### config.mk
export PLATFORM = sky130hd
export DESIGN_NAME = flit_sender
export DESIGN_NICKNAME = d
export VERILOG_FILES = /design/src/rtl/flit_sender_pkg.sv /design/src/rtl/flit_sender_buffer.sv /design/src/rtl/flit_sender.sv
export SDC_FILE = /design/constraint.sdc
export NUM_CORES = 1
export LEC_CHECK = 0
export ABC_AREA = 1
export BUFFER_PORTS_ARGS = -buffer_cell sky130_fd_sc_hd__buf_2
export CAP_MARGIN = 20
export CORE_UTILIZATION = 56
export DETAILED_ROUTE_END_ITERATION = 6
export PLACE_DENSITY = 0.8
export SYNTH_ARGS = -nofsm -noshare
export SYNTH_HDL_FRONTEND = slang
export SYNTH_SLANG_ARGS = --single-unit
export TNS_END_PERCENT = 100
### constraint.sdc
create_clock -name clock -period 4.4 [get_ports clock]
set_input_delay 0.44 -clock clock [delete_from_list [all_inputs] [get_ports clock]]
set_output_delay 0.44 -clock clock [all_outputs]
set_load 0.01 [all_outputs]
### src/rtl/flit_sender_pkg.sv
// Shared NoC definitions for the flit sender: default flit width and
// the sender state encodings.
package flit_sender_pkg;

  localparam int FLIT_WIDTH_DEF = 36;

  typedef enum logic [1:0] {
    IDLE  = 2'd0,
    READY = 2'd1,
    SEND  = 2'd2,
    SPENT = 2'd3
  } send_state_e;

endpackage

### src/rtl/flit_sender_buffer.sv
// Two-entry FIFO holding flits ahead of the credit-gated sender.
// ready is a registered not-full so upstream sees a clean flop output.
module flit_buffer
  import flit_sender_pkg::*;
#(
  parameter int WIDTH = FLIT_WIDTH_DEF
) (
  input  logic             clock,
  input  logic             reset,
  input  logic             push,
  input  logic [WIDTH-1:0] push_data,
  input  logic             pop,
  output logic [WIDTH-1:0] pop_data,
  output logic             full,
  output logic             empty,
  output logic             ready
);

  logic [WIDTH-1:0] mem [2];
  logic             rd_ptr;
  logic             wr_ptr;
  logic [1:0]       cnt;
  logic [1:0]       cnt_next;
  logic             do_push;
  logic             do_pop;

  assign full     = (cnt == 2'd2);
  assign empty    = (cnt == 2'd0);
  assign do_push  = push && !full;
  assign do_pop   = pop && !empty;
  assign pop_data = mem[rd_ptr];

  // Occupancy after this cycle's push/pop.
  always_comb begin
    cnt_next = cnt;
    if (do_push && !do_pop) begin
      cnt_next = cnt + 2'd1;
    end else if (do_pop && !do_push) begin
      cnt_next = cnt - 2'd1;
    end
  end

  // Storage, pointers, occupancy and the registered ready flag.
  always_ff @(posedge clock or posedge reset) begin
    if (reset) begin
      mem[0] <= '0;
      mem[1] <= '0;
      rd_ptr <= 1'b0;
      wr_ptr <= 1'b0;
      cnt    <= 2'd0;
      ready  <= 1'b0;
    end else begin
      if (do_push) begin
        mem[wr_ptr] <= push_data;
        wr_ptr      <= ~wr_ptr;
      end
      if (do_pop) begin
        rd_ptr <= ~rd_ptr;
      end
      cnt   <= cnt_next;
      ready <= (cnt_next != 2'd2);
    end
  end

endmodule

### src/rtl/flit_sender.sv
// Credit-gated flit sender: releases at most one buffered flit per
// simulation time step while credit is available, and counts time steps
// lost to credit starvation.
module flit_sender
  import flit_sender_pkg::*;
#(
  parameter int FLIT_WIDTH   = FLIT_WIDTH_DEF,
  parameter int CREDIT_WIDTH = 4,
  parameter int STALL_WIDTH  = 16
) (
  input  logic                    clock,
  input  logic                    reset,
  input  logic                    enable,
  input  logic                    sim_time_tick,
  input  logic [FLIT_WIDTH-1:0]   flit_in,
  input  logic                    flit_in_valid,
  output logic                    flit_in_ready,
  input  logic [CREDIT_WIDTH-1:0] credit_count,
  output logic                    credit_decrement,
  output logic [FLIT_WIDTH-1:0]   flit_out,
  output logic                    flit_out_valid,
  input  logic                    flit_out_ack,
  output logic [STALL_WIDTH-1:0]  stall_count
);

  send_state_e             state;
  send_state_e             state_d;
  logic                    tick_pending;
  logic                    tick_pending_d;
  logic [FLIT_WIDTH-1:0]   flit_out_d;
  logic                    flit_out_valid_d;
  logic                    credit_decrement_d;
  logic [STALL_WIDTH-1:0]  stall_count_d;
  logic                    tick_en;
  logic                    buf_push;
  logic                    buf_pop;
  logic                    buf_full;
  logic                    buf_empty;
  logic [FLIT_WIDTH-1:0]   buf_head;

  assign tick_en  = sim_time_tick && enable;
  assign buf_push = flit_in_valid && flit_in_ready && !buf_full;

  flit_buffer #(
    .WIDTH (FLIT_WIDTH)
  ) u_buf (
    .clock     (clock),
    .reset     (reset),
    .push      (buf_push),
    .push_data (flit_in),
    .pop       (buf_pop),
    .pop_data  (buf_head),
    .full      (buf_full),
    .empty     (buf_empty),
    .ready     (flit_in_ready)
  );

  // State register.
  always_ff @(posedge clock or posedge reset) begin
    if (reset) begin
      state <= IDLE;
    end else begin
      state <= state_d;
    end
  end

  // Registered outputs, pending-tick flag and starvation counter.
  always_ff @(posedge clock or posedge reset) begin
    if (reset) begin
      flit_out         <= '0;
      flit_out_valid   <= 1'b0;
      credit_decrement <= 1'b0;
      tick_pending     <= 1'b0;
      stall_count      <= '0;
    end else begin
      flit_out         <= flit_out_d;
      flit_out_valid   <= flit_out_valid_d;
      credit_decrement <= credit_decrement_d;
      tick_pending     <= tick_pending_d;
      stall_count      <= stall_count_d;
    end
  end

  // Next-state and next-output decisions.
  always_comb begin
    state_d            = state;
    flit_out_d         = flit_out;
    flit_out_valid_d   = flit_out_valid;
    credit_decrement_d = 1'b0;
    tick_pending_d     = tick_pending;
    stall_count_d      = stall_count;
    buf_pop            = 1'b0;
    case (state)
      IDLE: begin
        if (tick_en) state_d = READY;
      end
      READY: begin
        if (!buf_empty && (credit_count != '0) && enable) begin
          buf_pop            = 1'b1;
          flit_out_d         = buf_head;
          flit_out_valid_d   = 1'b1;
          credit_decrement_d = 1'b1;
          state_d            = SEND;
        end else if (tick_en && !buf_empty && (credit_count == '0)
                     && (stall_count != '1)) begin
          stall_count_d = stall_count + STALL_WIDTH'(1);
        end
      end
      SEND: begin
        if (flit_out_ack) begin
          flit_out_valid_d = 1'b0;
          tick_pending_d   = 1'b0;
          // A tick landing on the ack cycle counts as pending.
          state_d = (tick_pending || tick_en) ? READY : SPENT;
        end else if (tick_en) begin
          tick_pending_d = 1'b1;
        end
      end
      SPENT: begin
        if (tick_en) state_d = READY;
      end
      default: state_d = IDLE;
    endcase
  end

endmodule

=== Word-level counts from Yosys, hierarchy flattened ===
Cells that the tools add are included.

* Flip-flop bits (word level): 134
* Output and inout bits: 55
* Memory bits (writable): 0
* Bits of input ports: 46
* Bits in latches: 0
* Word-level logic and storage cells: 82
* Memories: 0
* Memory bits (read-only): 0

* Add/sub/neg operators: 3
* Muxes and demuxes: 20
* $mul: 0
* Divide/modulo/power cells: 0
* Reductions and logical operators: 30
* Shifts and indexed selects: 0
* Bitwise operators: 5
* Magnitude comparators: 3
* Equal/unequal tests: 9

{| class="wikitable"
|+ Operators by type and width
! cell !! count
|-
| 36-bit two-way mux || 4
|-
| 72-bit bitwise mux || 1
|-
| 36-bit demux with 1-bit select || 1
|-
| 16-bit by 1-bit adder with 16-bit output, second input constant || 1
|-
| 16-bit inequality test, second input constant || 1
|-
| 1-bit logical AND || 13
|-
| 2-bit two-way mux || 6
|-
| 3-bit AND reduction || 3
|-
| 2-bit equality test, second input constant || 3
|-
| 1-bit two-way mux || 6
|-
| 2-bit inequality test, second input constant || 3
|-
| 2-bit one-hot mux with 3 select lines || 1
|-
| 2-bit >= comparator, second input constant || 2
|-
| 1-bit zero test || 4
|-
| 2-bit zero test || 2
|-
| 4-bit zero test || 1
|-
| 1-bit inverter with 2-bit output || 2
|-
| 2-bit AND reduction || 2
|-
| 2-bit nonzero test || 2
|-
| 4-bit nonzero test || 1
|-
| 1-bit inverter || 3
|-
| 2-bit by 1-bit adder with 2-bit output, second input constant || 1
|-
| 2-bit by 1-bit equality test with 1-bit output, second input constant || 1
|-
| 2-bit by 1-bit < comparator with 1-bit output, second input constant || 1
|-
| 5 further kinds || 5
|}

=== Longest topological paths before layout ===
Gate-level depths: netlist of run 1.

* Word-level depth: 11
* Depth in mapped cells: 10
* Depth with buffers taken out: 10

=== By module ===
From an unflattened synthesis of run 1, not the netlist that was laid out.

* Cells, all modules: 764
* Area, all modules: 6203.4 µm²

{| class="wikitable"
|+ By module, submodules not included
! module !! cells each !! times used !! area an instance (µm²) !! sequential area each (µm²)
|-
| flit_buffer || 420 || 1 || 3523.4 || 1926.8
|-
| flit_sender || 344 || 1 || 2680.1 || 1426.4
|}

=== Worst setup path before layout of run 1 ===
Ideal clock, no wire load.

* Path kind: reg2reg
* From: reg u_buf.cnt[0]
* To: reg u_buf.mem[39] (netlist name)
* Path slack: 2.933 ns
* Setup time: 0.130 ns
* Stages on the path, launching flop included: 10
* Data required time: 4.270 ns
* Period minus slack after synthesis: 1.467 ns
* Arrival: 1.337 ns
* Buffers on the path: 2
* Path through: dfrtp_1 -> inv_1 -> ha_1 -> inv_1 -> nand3_1 -> or2_1 -> buf_2 -> buf_2 -> nand2_1 -> o21ai_0

* Word-level cells in the longest chain between the ends: 4

{| class="wikitable"
|+ Ends and longest elaborated chain
! element !! RTL line !! source
|-
| start: declaration || flit_sender_buffer.sv:22 || <nowiki>logic [1:0] cnt;</nowiki>
|-
| start signal: assignment || flit_sender_buffer.sv:60 || <nowiki>cnt <= cnt_next;</nowiki>
|-
| 2-bit equality test (*) || flit_sender_buffer.sv:27 || <nowiki>assign full = (cnt == 2'd2);</nowiki>
|-
| 1-bit zero test (*) || flit_sender_buffer.sv:29, flit_sender.sv:42 ||
|-
| 1-bit logical AND || flit_sender.sv:42 || <nowiki>assign buf_push = flit_in_valid && flit_in_ready && !buf_full;</nowiki>
|-
| 1-bit logical AND (*) || flit_sender_buffer.sv:29 || <nowiki>assign do_push = push && !full;</nowiki>
|-
| end signal: indexed assignment || flit_sender_buffer.sv:54 || <nowiki>mem[wr_ptr] <= push_data;</nowiki>
|-
| end: declaration || flit_sender_buffer.sv:19 || <nowiki>logic [WIDTH-1:0] mem [2];</nowiki>
|}

Mark *: on every way between the ends. The rest lies on a longest branch, timed or not.
A chain may end at the register's enable or synchronous reset.

=== Worst setup path after layout of run 1 ===
* From: reg state[1]
* To: reg u_buf.ready

* Word-level cells in the longest chain between the ends: 7
* Elaborated cells on any way between the ends: 9
* Those cells by class: eq/ne (2); mux (3); reduce/logical (4)

{| class="wikitable"
|+ Ends and longest elaborated chain
! element !! RTL line !! source
|-
| start: declaration || flit_sender.sv:26 || <nowiki>send_state_e state;</nowiki>
|-
| start signal: assignment || flit_sender.sv:63 || <nowiki>state <= state_d;</nowiki>
|-
| 2-bit by 1-bit equality test with 1-bit output (*) || flit_sender.sv:93 || <nowiki>case (state)</nowiki>
|-
| 1-bit two-way mux (*) || flit_sender.sv:93 ||
|-
| 1-bit logical AND (*) || flit_sender_buffer.sv:30 || <nowiki>assign do_pop = pop && !empty;</nowiki>
|-
| 1-bit logical AND or 1-bit zero test (tied branches) || flit_sender_buffer.sv:38, flit_sender_buffer.sv:36 ||
|-
| 2-bit two-way mux or 1-bit logical AND (tied branches) || flit_sender_buffer.sv:38, flit_sender_buffer.sv:36 ||
|-
| 2-bit two-way mux (*) || flit_sender_buffer.sv:36 || <nowiki>if (do_push && !do_pop) begin</nowiki>
|-
| 2-bit inequality test (*) || flit_sender_buffer.sv:61 || <nowiki>ready <= (cnt_next != 2'd2);</nowiki>
|-
| end signal: assignment || flit_sender_buffer.sv:61 ||
|-
| end: declaration || flit_sender_buffer.sv:16 || <nowiki>output logic ready</nowiki>
|}

Marked as above.

==> results.cfg, run 1 <==
[run_status]
status = finished, final reports clean

[final_layout]
area_growth_pct = 18.6
post-route-util = 0.684
drive_gt1_frac = 0.210
n_antenna_cell = 0
fillers = 810
final_nets = 830

[route]
via_count = 4920
drc = 0
ant_nets = 0
drt-initial-drc-count = 335
viasPerCell = 5.30
firstDrtPassIters = 6
wire_per_inst_um = 13.8
routed_wl_um = 12800

[placement]
detailed_place_hpwl_um = 7810
port-buffer-count = 100
gp_congestion = 0.835
place_ws_ns = 2.03

[setup_path]
cp.arrival_ns = 2.75
reg2regPathDepth = 9
end_kind = flop
cp_max_fo = 76
critPathLaunchType = flop
path_class = reg -> reg
critPathRequiredTime_ns = 4.81

[global_route]
grt_usage = 0.247
grt_pass1_vias = 4641
grt_overflow = 0
grt_pass1_wl_um = 21500
antenna_found_initial = 0
grt_max_degree = 89

[clock_network]
cts-root-buf = clkbuf_8
cts_setup_buffers = 0
cts_max_path_buffers = 2
clk_pin_slew_ns = 0.06
cts-resized-gates = 0
cts.hold.buffers_added = 0
numCtsBuffers = 17
clock_sinks = 134
clk_latency_ns = 0.53
h-tree-depth = 4
cts_tree = done

[sta]
finalSetupViolCount = 0
fin_tns_setup_ns = 0
tightest_slew_ns = 0.936
slew_headroom = 0.376
finalMaxSlewViolations = 0
skew_ns = 0.0113
fin_crit_ns = 2.34
worst_slack_ns = 2.06
rsz0062_at_grt = false
hold_violations = 0
period_share = 0.532
fmax_ghz = 0.428

[floorplanning]
io_pins = 101
die_h_um = 105
design.core.area_um2 = 10300
start_util = 0.576
num_rows = 37
die-area_um2 = 11000
die_w_um = 105

[min_path]
hp-class = in -> async

[synthesis]
yosysSeqAreaShare = 0.564
syn_inst = 687
yosysWarningCount = 0
synth-seq-cells = 134
yosysUniqueCellTypes = 26
syn_avg_cell_area_um2 = 8.66
syn-num-nets = 738
netlist_area_um2 = 5950

[power]
p_leak_nw = 3.69
power.density_nw_per_um2 = 691
irDropWorstVdd_uv = 399

[flow_run]
max_cap_viol_count = 0
==> sequential cells by signal (all words and copies together) (netlist names) <==
| signal | flops |
|---|---|
| u_buf.mem | 72 |
| flit_out | 36 |
| stall_count | 16 |
| state | 2 |
| u_buf.cnt | 2 |
| credit_decrement | 1 |
| flit_out_valid | 1 |
| tick_pending | 1 |
| u_buf.rd_ptr | 1 |
| u_buf.ready | 1 |
| u_buf.wr_ptr | 1 |
==> cells in the final DEF (no fill, tap or decap), types with 3 or more instances in the layout <==
cell type | synthesis | final
nand2_1 | 197 | 196
dfrtp_1 | 134 | 134
buf_2 | 13 | 100
nor2_1 | 92 | 92
inv_1 | 63 | 62
o21ai_0 | 62 | 62
o31ai_1 | 23 | 23
nand3_1 | 17 | 17
o21ai_1 | 16 | 16
clkbuf_16 | 0 | 16
o31ai_2 | 13 | 13
nand4_1 | 10 | 10
inv_6 | 0 | 6
nand2_2 | 4 | 5
ha_1 | 5 | 5
clkinvlp_4 | 0 | 5
xor2_1 | 4 | 4
nor2_4 | 3 | 3
nor2_2 | 3 | 3
xnor2_1 | 3 | 3
buf_4 | 2 | 3
==> final cells by class <==
| class | count | area, µm² | area share |
|---|---|---|---|
| clock buffer | 17 | 414 | 0.0587 |
| clock inverter | 15 | 120 | 0.0170 |
| inverter | 66 | 253 | 0.0358 |
| multi-input combinational | 456 | 2200 | 0.312 |
| sequential | 134 | 3350 | 0.475 |
| tap | 136 | 170 | 0.0241 |
| timing repair buffer | 104 | 543 | 0.0770 |
==> layer usage <==
layer  routed length (µm)  track usage  share of wire
met1                 5610        0.325           0.44
met2                 6150        0.393           0.48
met3                  759       0.0580          0.059
met4                  252        0.107          0.020
met5                    0            0              0
==> worst paths after layout <==
| check | start | to | slack (ns) |
|---|---|---|---|
| worst max-delay path | state[1] | u_buf.ready | 2.06 |
| worst min-delay path | reset | flit_out[27] | 0.07 |
| worst max register to register | state[1] | u_buf.ready | 2.06 |
| worst min register to register | flit_out[18] | flit_out[18] | 0.49 |
| max in group asynchronous | reset | state[1] | 3.22 |
| min in group clock | flit_in[9] | u_buf.mem[45] | 0.16 |
==> where the power goes <==
part / switching [mW] / total (mW) / internal, mW
sequential: 0.290 / 2.03 / 1.74
combinational: 0.996 / 1.57 / 0.578
clock: 0.569 / 1.27 / 0.703
==> cells in the mapped netlist <==
cell | number | area share
nand3_2 | 1 | 0.0017
nor2_2 | 3 | 0.0032
buf_4 | 2 | 0.0025
nand2_1 | 197 | 0.12
xor2_1 | 4 | 0.0059
o31ai_2 | 13 | 0.027
o21ai_0 | 62 | 0.052
nand3_1 | 17 | 0.014
buf_6 | 2 | 0.0038
clkinv_1 | 1 | 0.00063
nand2_2 | 4 | 0.0042
clkbuf_1 | 14 | 0.0088
o31ai_1 | 23 | 0.029
inv_2 | 2 | 0.0013
buf_2 | 13 | 0.011
dfrtp_1 | 134 | 0.56
xnor2_1 | 3 | 0.0044
inv_1 | 63 | 0.040
nor2_1 | 92 | 0.058
nor3_2 | 1 | 0.0017
nand4_1 | 10 | 0.011
or2_1 | 1 | 0.0011
ha_1 | 5 | 0.011
nor2_4 | 3 | 0.0057
o21ai_1 | 16 | 0.013
nand3b_1 | 1 | 0.0013
==> stage by stage <==
stage | power [mW] | area, µm² | std cells | hold WS [ns]
after global placement | 3.49 | 6500 | 895 | 0.462
after global routing | 5.22 | 7060 | 928 | 0.134
final | 4.88 | 7060 | 928 | 0.0674
after floorplan | 3.14 | 5950 | 687 | 0.454
after detailed placement | 3.60 | 6520 | 896 | 0.472
after CTS | 4.90 | 7060 | 928 | 0.102
==> critical path, cell delays in order, from the launching register on <==
cell and delay, ns:
dfrtp_1 0.39, inv_1 0.06, ha_1 0.21, inv_2 0.08, nor2_4 0.13, nand3_4 0.67, nand2_1 0.40, nand3_1 0.13
nand2_1 0.10, nand2_1 0.05
==> logic make-up after synthesis <==
| family | share of synthesized area |
|---|---|
| simple gates | 0.226 |
| flops | 0.564 |
| compound gates | 0.122 |
| buf+inv | 0.0677 |
| xor+xnor | 0.0103 |
| fa+ha+maj | 0.0105 |
Power figures use the tool's default switching activity.
==> inputs of run 2 (changes only) <==
Settings changed: ABC_AREA 1 to 0, CORE_UTILIZATION 56 to 50, PLACE_DENSITY 0.8 to 0.75.
Clock period 4.4 ns to 2.05 ns, I/O delays scaled along.
==> results.cfg, run 2 <==
[run_status]
status = finished, violations left
violations = negative hold slack

[synthesis]
synth-seq-cells = 134
synth-simple-area-share = 0.0898
synth_flop_cell = dfrtp_1
yosys.area_share.adder = 0.0111
synth_top_area_frac = 0.593
synthTopCellsByArea = dfrtp_1, mux2_2, mux2i_1
async_flop_share = 1.00
synth_commonest_cells = dfrtp_1, mux2_2, nor2_1
yosysWarningCount = 0
muxShareOfSynthArea = 0.213
synth_compound_area_frac = 0.0456
yosysUniqueCellTypes = 39
netlist_area_um2 = 5660
synth_top_family_by_area = multiplexers
post-synth-top-count-cell = dfrtp_1
syn-num-nets = 482
syn_inst = 431
yosysTopAreaCell = dfrtp_1
synth_xor_xnor_area_share = 0.0294
syn_avg_cell_area_um2 = 13.1
synth_edf_count = 0
yosysSeqAreaShare = 0.593

[global_route]
grt_max_degree = 135
grt_pass1_wl_um = 18000
antenna_found_initial = 0
grt_usage = 0.202
grt_overflow = 0
grt_pass1_vias = 3760

[clock_network]
clock_sinks = 134
cts-root-buf = clkbuf_16
cts_max_path_buffers = 2
clk_latency_ns = 0.41
numCtsBuffers = 17
cts_tree = done
h-tree-depth = 4
cts.hold.buffers_added = 0
clk_pin_slew_ns = 0.06

[placement]
detailed_place_hpwl_um = 6940
port-buffer-count = 100
place_ws_ns = 0.185
gp_congestion = 0.796

[flow_run]
max_cap_viol_count = 0

[sta]
tightest_slew_ns = 0.707
hold_violations = 6
fmax_ghz = 0.518
fin_tns_setup_ns = 0
finalMaxSlewViolations = 0
period_share = 0.941
skew_ns = 0.00763
worst_slack_ns = 0.121
whs_ns = -0.0173
slew_headroom = 0.529
fin_crit_ns = 1.93
finalSetupViolCount = 0
rsz0062_at_grt = false

[power]
swShare = 0.303
power.total_mw = 11.4
p_seq_frac = 0.400
p_int_mw = 7.96
p_leak_nw = 3.30
power.density_nw_per_um2 = 1600
irDropWorstVdd_uv = 739
net-switching-power_mw = 3.46
p_comb_frac = 0.307
clkPwrFrac = 0.293

[route]
viasPerCell = 5.38
routed_wl_um = 10900
drt-initial-drc-count = 129
via_count = 3747
wire_per_inst_um = 15.7
firstDrtPassIters = 4
drc = 0
ant_nets = 0

[floorplanning]
die-area_um2 = 11700
start_util = 0.517
die_w_um = 108
design.core.area_um2 = 10900
io_pins = 101
num_rows = 38
die_h_um = 108

[final_layout]
n_antenna_cell = 0
reg.largest.list = u_buf.mem (72), flit_out (36), stall_count (16)
largest_reg_flops = 72
area_growth_pct = 25.9
final_common_cell = dfrtp_1
regMostFlops = u_buf.mem
mostFrequentLayoutCells = dfrtp_1, buf_2, mux2_2
drive_gt1_frac = 0.395
final_nets = 596

[min_path]
hp-class = in -> async

[setup_path]
critPathLaunchType = flop
cp_max_fo = 6
cp.arrival_ns = 2.25
path_class = reg -> reg
critPathRequiredTime_ns = 2.37
end_kind = flop
run 2: changes by cell type in the layout (fill, tap and decap cells not counted), moves of 37 or more:
| cell | before | now |
|---|---|---|
| nor2_1 | 92 | 37 |
| nand2_1 | 196 | 6 |
| a21oi_1 | 0 | 37 |
| inv_1 | 62 | 6 |
| o21ai_0 | 62 | 3 |
| mux2_2 | 0 | 61 |
run 2: cell type report:
cell class                      count  area, µm²
Fill cell                         822       3820
Sequential cell                   134       3350
Multi-Input combinational cell    271       2250
Timing Repair Buffer              114        656
Clock buffer                       20        457
Clock inverter                     11        198
Tap cell                          140        175
Inverter                            7       30.0
run 2: metal layers:
metal  share of wire  GRT usage  up-vias  wire length, µm
met1            0.44      0.258     1886             4770
met4          0.0091     0.0830        0               99
met5               0          0        -                0
li1                -          -     1764                -
met2            0.51      0.332       88             5610
met3           0.041     0.0494        9              451
run 2: logic make-up after synthesis:
family / Yosys count
multiplexers: 111
AND/OR/NAND/NOR: 88
adder cells (fa/ha/maj): 5
flip-flops: 134
XOR/XNOR: 19
buffers and inverters: 26
AO/OA/AOI/OAI: 48
run 2: worst paths after layout:
kind	cells past startpoint	start	to	slack (ns)
min in group clock	2	flit_out_ack	tick_pending	0.02
worst min-delay path	3	reset	state[0]	-0.02
max in group asynchronous	3	reset	u_buf.rd_ptr	1.52
worst max register to register	6	state[1]	stall_count[11]	0.12
worst min register to register	1	u_buf.mem[54]	u_buf.mem[54]	0.48
worst max-delay path	6	state[1]	stall_count[11]	0.12
run 2: timing repair:
item                       4_1_cts  5_1_grt
setup buffers                    0        2
resized for setup                0        3
setup endpoints to repair        0        3
run 2: per-stage QoR:
step	instance area, µm²	cells	util
4_1_cts	7080	695	0.647
3_3_place_gp	6420	664	0.587
5_1_grt	7120	697	0.651
3_5_place_dp	6420	664	0.587
2_1_floorplan	5660	431	-
6_report	7120	697	0.651
run 2: power by group through the flow:
stage / Combinational (mW) / Clock (mW) / Sequential, mW
2_1_floorplan: 2.44 / 0 / 4.54
3_3_place_gp: 3.41 / 0 / 4.53
3_5_place_dp: 3.53 / 0 / 4.61
4_1_cts: 3.55 / 3.40 / 4.58
5_1_grt: 3.90 / 3.51 / 4.72
6_report: 3.51 / 3.35 / 4.57
run 2: critical path: stages (launching register included):
cell and delay (ns):
dfrtp_1 0.40, inv_1 0.06, ha_1 0.25, nand4b_1 0.21, nor4_4 0.46, nor4b_4 0.29
xor2_1 0.18
